`src/rtl/param_shift_reg.sv`:
```
// param_shift_reg: WIDTH-bit universal shift register with word-shift counter; define PARAM_SHIFT_REG_ROTATE_EN to add rotate input rot
module param_shift_reg #(
    parameter int WIDTH = 8,
    parameter logic [WIDTH-1:0] RESET_VAL = '0,
    parameter int CNT_W = 3
) (
    input  logic             clk,
    input  logic             rst,
    input  logic             en,
    input  logic [1:0]       mode,
    input  logic             sin_r,
    input  logic             sin_l,
`ifdef PARAM_SHIFT_REG_ROTATE_EN
    input  logic             rot,
`endif
    input  logic [WIDTH-1:0] d,
    output logic [WIDTH-1:0] q,
    output logic             sout_l,
    output logic             sout_r,
    output logic [CNT_W-1:0] shift_cnt,
    output logic             frame_done
);
    logic fill_r, fill_l, shift, wrap;
`ifdef PARAM_SHIFT_REG_ROTATE_EN
    assign fill_r = rot ? q[WIDTH-1] : sin_r;
    assign fill_l = rot ? q[0] : sin_l;
`else
    assign fill_r = sin_r;
    assign fill_l = sin_l;
`endif
    assign shift  = en && (mode == 2'b01 || mode == 2'b10);
    assign wrap   = shift_cnt == CNT_W'(WIDTH - 1);
    assign sout_l = q[WIDTH-1];
    assign sout_r = q[0];
    always_ff @(posedge clk) begin
        if (rst) begin
            q          <= RESET_VAL;
            shift_cnt  <= '0;
            frame_done <= 1'b0;
        end else begin
            frame_done <= shift && wrap;
            if (en && mode == 2'b11) begin
                q         <= d;
                shift_cnt <= '0;
            end else if (shift) begin
                q         <= mode[0] ? {q[WIDTH-2:0], fill_r} : {fill_l, q[WIDTH-1:1]};
                shift_cnt <= wrap ? '0 : shift_cnt + 1'b1;
            end
        end
    end
endmodule

```
`config.mk`:
```
export PLATFORM = sky130hd
export DESIGN_NAME = param_shift_reg
export DESIGN_NICKNAME = d
export VERILOG_FILES = /design/src/rtl/param_shift_reg.sv
export SDC_FILE = /design/constraint.sdc
export NUM_CORES = 1
export LEC_CHECK = 0
export BUFFER_PORTS_ARGS = -buffer_cell sky130_fd_sc_hd__clkbuf_2
export CAP_MARGIN = 5
export CORE_MARGIN = 10
export CORE_UTILIZATION = 43
export CTS_CLUSTER_DIAMETER = 80
export DETAILED_ROUTE_END_ITERATION = 8
export HOLD_SLACK_MARGIN = 0.06
export PLACE_DENSITY_LB_ADDON = 0.1
export SKIP_LAST_GASP = 1
export SLEW_MARGIN = 20
export SYNTH_ARGS = -nofsm -noshare
export SYNTH_HDL_FRONTEND = slang
export SYNTH_SLANG_ARGS = --single-unit
```
`constraint.sdc`:
```
create_clock -name clk -period 1.9 [get_ports clk]
set_clock_uncertainty 0.05 [all_clocks]
set_input_delay 0.57 -clock clk [delete_from_list [all_inputs] [get_ports clk]]
set_output_delay 0.57 -clock clk [all_outputs]
set_load 0.01 [all_outputs]
```
==> impl_metrics.toml <==
[run_status]
status = "finished clean"

[logic_synthesis]
syn_avg_cell_area_um2 = 9.02
synth_top_area_frac = 0.392
ys_top_cells_by_area = "dfxtp_1 (39%), o2bb2ai_1 (11%), a211oi_1 (9.8%)"
yosysUniqueCellTypes = 16
yosysSeqAreaShare = 0.392
netlist_area_um2 = 613
netlist_instances = 68
synth_seq_cells = 12
synth_top_area_cell = "dfxtp_1"
syn_nets = 86
ys.warnings.count = 0

[min_path]
hold_depth = 2
hp-start = "shift_cnt[2]$_SDFFE_PP0P_"
hold_path.class = "reg2reg"
min_to = "shift_cnt[2]$_SDFFE_PP0P_"

[sta]
setup_viol = 0
post-route-min-period_ns = 1.52
worst_slew_pin_slew_ns = 0.586
slew-limit-headroom = 0.608
timing.hold.ws_ns = 0.426
fin_crit_sh = 0.799
setup_tns_ns = 0
slew_viol_final = 0
max_clock_freq_mhz = 659
rsz0062_at_grt = "false"
hold_viol_final = 0

[grt]
overflow = 0
track_usage = 0.0975
grt_pass1_wl_mm = 2.65
antenna_found_initial = 0
grt_max_degree = 17
grt_pass1_vias = 570

[layout]
mostFrequentLayoutCell = "clkbuf_2"
area_growth_pct = 25.1
final_cell_mix = "clkbuf_2 (28), dfxtp_1 (12), a211oi_1 (8), o21ai_0 (8), o2bb2ai_1 (8)"
drive_gt1_frac = 0.337
nets = 115
antennaDiodeCount = 0

[critical_path]
critical_path_class = "in2reg"
r2r_end = "shift_cnt[2]$_SDFFE_PP0P_"
slowest_stage = "a21oi_1"
crit_path_max_fanout = 8
critPathArrivalTime_ns = 1.67
cp-end-kind = "flip-flop"
timing.rr.start = "shift_cnt[0]$_SDFFE_PP0P_"
worst_path_largest_cell_delay_ns = 0.46
crit_path_start_kind = "input port"
crit_chain = "clkbuf_2 > ha_1 > a21oi_1 > o21ai_0 > o2bb2ai_1"
cp.required_ns = 2.05
reg2reg_slack_ns = 0.79
worst-r2r-cell-count = 4

[power_and_ir_drop]
leakagePower_nw = 0.338
ir_worst_vdd_mv = 0.546
powerDensity_nw_per_um2 = 735

[clock_tree]
numCtsBuffers = 3
ctsLongestPathBuffers = 2
cts_hold_buf = 0
cts_tree = "done"
cts_resized = 0
clk_latency_ns = 0.28
htreeDepth = 1
cts_sinks = 12
clk_pin_slew_ns = 0.07
post_cts_buffers = 0
cts_root_buf = "clkbuf_4"

[route]
route.detailed.drc = 0
drtAntennaViolNets = 0
num_vias = 579
drtPass1Iterations = 4
wirelength_mm = 1.64
dr.first_iter.drc_count = 1
avgRoutedWirePerCell_um = 14.9
vias_per_cell = 5.26

[die]
core_um2 = 1320
io_pins = 29
start_util = 0.465
die_x_um = 57.8
fp-row-count = 13
die_h_um = 57.8
die_area_um2 = 3340

[placed_design]
dpl.hpwl_mm = 1.23
port-buffer-count = 28
place_congestion = 0.692

[flow_run]
drv_cap = 0
metrics by stage:
| step | instances | area, um^2 | setup WS (ns) | utilization | power, W |
|---|---|---|---|---|---|
| 2_1_floorplan | 68 | 613 | 0.362 | - | 0.000362 |
| 3_3_place_gp | 107 | 744 | 0.104 | 0.565 | 0.000408 |
| 3_5_place_dp | 107 | 744 | 0.0806 | 0.565 | 0.000408 |
| 4_1_cts | 110 | 767 | 0.359 | 0.582 | 0.000570 |
| 5_1_grt | 110 | 767 | 0.256 | 0.582 | 0.000597 |
| 6_report | 110 | 767 | 0.381 | 0.582 | 0.000564 |
synthesized netlist by cell type:
cell type  instances
mux2i_1            1
nor2_1             3
nor2b_1            7
nand2b_1           1
nor3b_1            1
a211oi_1           8
and2_1             1
a21oi_1            3
and2b_1            1
nand2_1            6
ha_1               3
buf_4              4
o2bb2ai_1          8
dfxtp_1           12
buf_2              1
o21ai_0            8
state kept, by name (all words and copies together), names as in the netlist:
signal and flops:
frame_done 1, q 8, shift_cnt 3
power breakdown:
group | internal [W] | switching (W) | total [W]
sequential | 0.000270 | 0.0000171 | 0.000287
clock | 0.0000734 | 0.0000887 | 0.000162
combinational | 0.0000518 | 0.0000626 | 0.000114
layout make-up:
class                   instances  area, um^2
flip-flops and latches         12         240
fillers                       136         551
clock buffers                   3        22.5
well taps                      15        18.8
multi-input cells              51         338
repair buffers                 29         148
worst max-delay path by stage:
stage	startpoint	endpoint	slack, ns	cells after the start
floorplan	mode[0]	q[0]$_SDFFE_PP0P_	0.36	5
global placement	mode[0]	q[7]$_SDFFE_PP0P_	0.10	5
detailed placement	mode[0]	q[2]$_SDFFE_PP0P_	0.08	5
CTS	mode[0]	q[2]$_SDFFE_PP0P_	0.36	5
global route	mode[0]	q[4]$_SDFFE_PP0P_	0.26	5
finish	mode[0]	q[1]$_SDFFE_PP0P_	0.38	5
metal layers:
metal  GRT usage  share of wire  vias to the layer above
met1       0.103           0.44                      252
met5           0              0                        -
met4      0.0101         0.0037                        0
met2       0.147           0.42                       21
met3      0.0871           0.14                        2
li1            -              -                      304
cell families after synthesis:
family / count (synthesis) / synth area share
flip-flops: 12 / 0.392
adder cells (fa/ha/maj): 3 / 0.0612
multiplexers: 1 / 0.0163
AND/OR/NAND/NOR: 20 / 0.171
buffers and inverters: 5 / 0.0571
AO/OA/AOI/OAI: 27 / 0.302
worst max-delay path, delay by kind of cell:
family          cells  cell delay (ns)
fa+ha+maj           1             0.21
buf+inv             1             0.09
compound gates      3             0.79
Power figures use the tool's default switching activity.
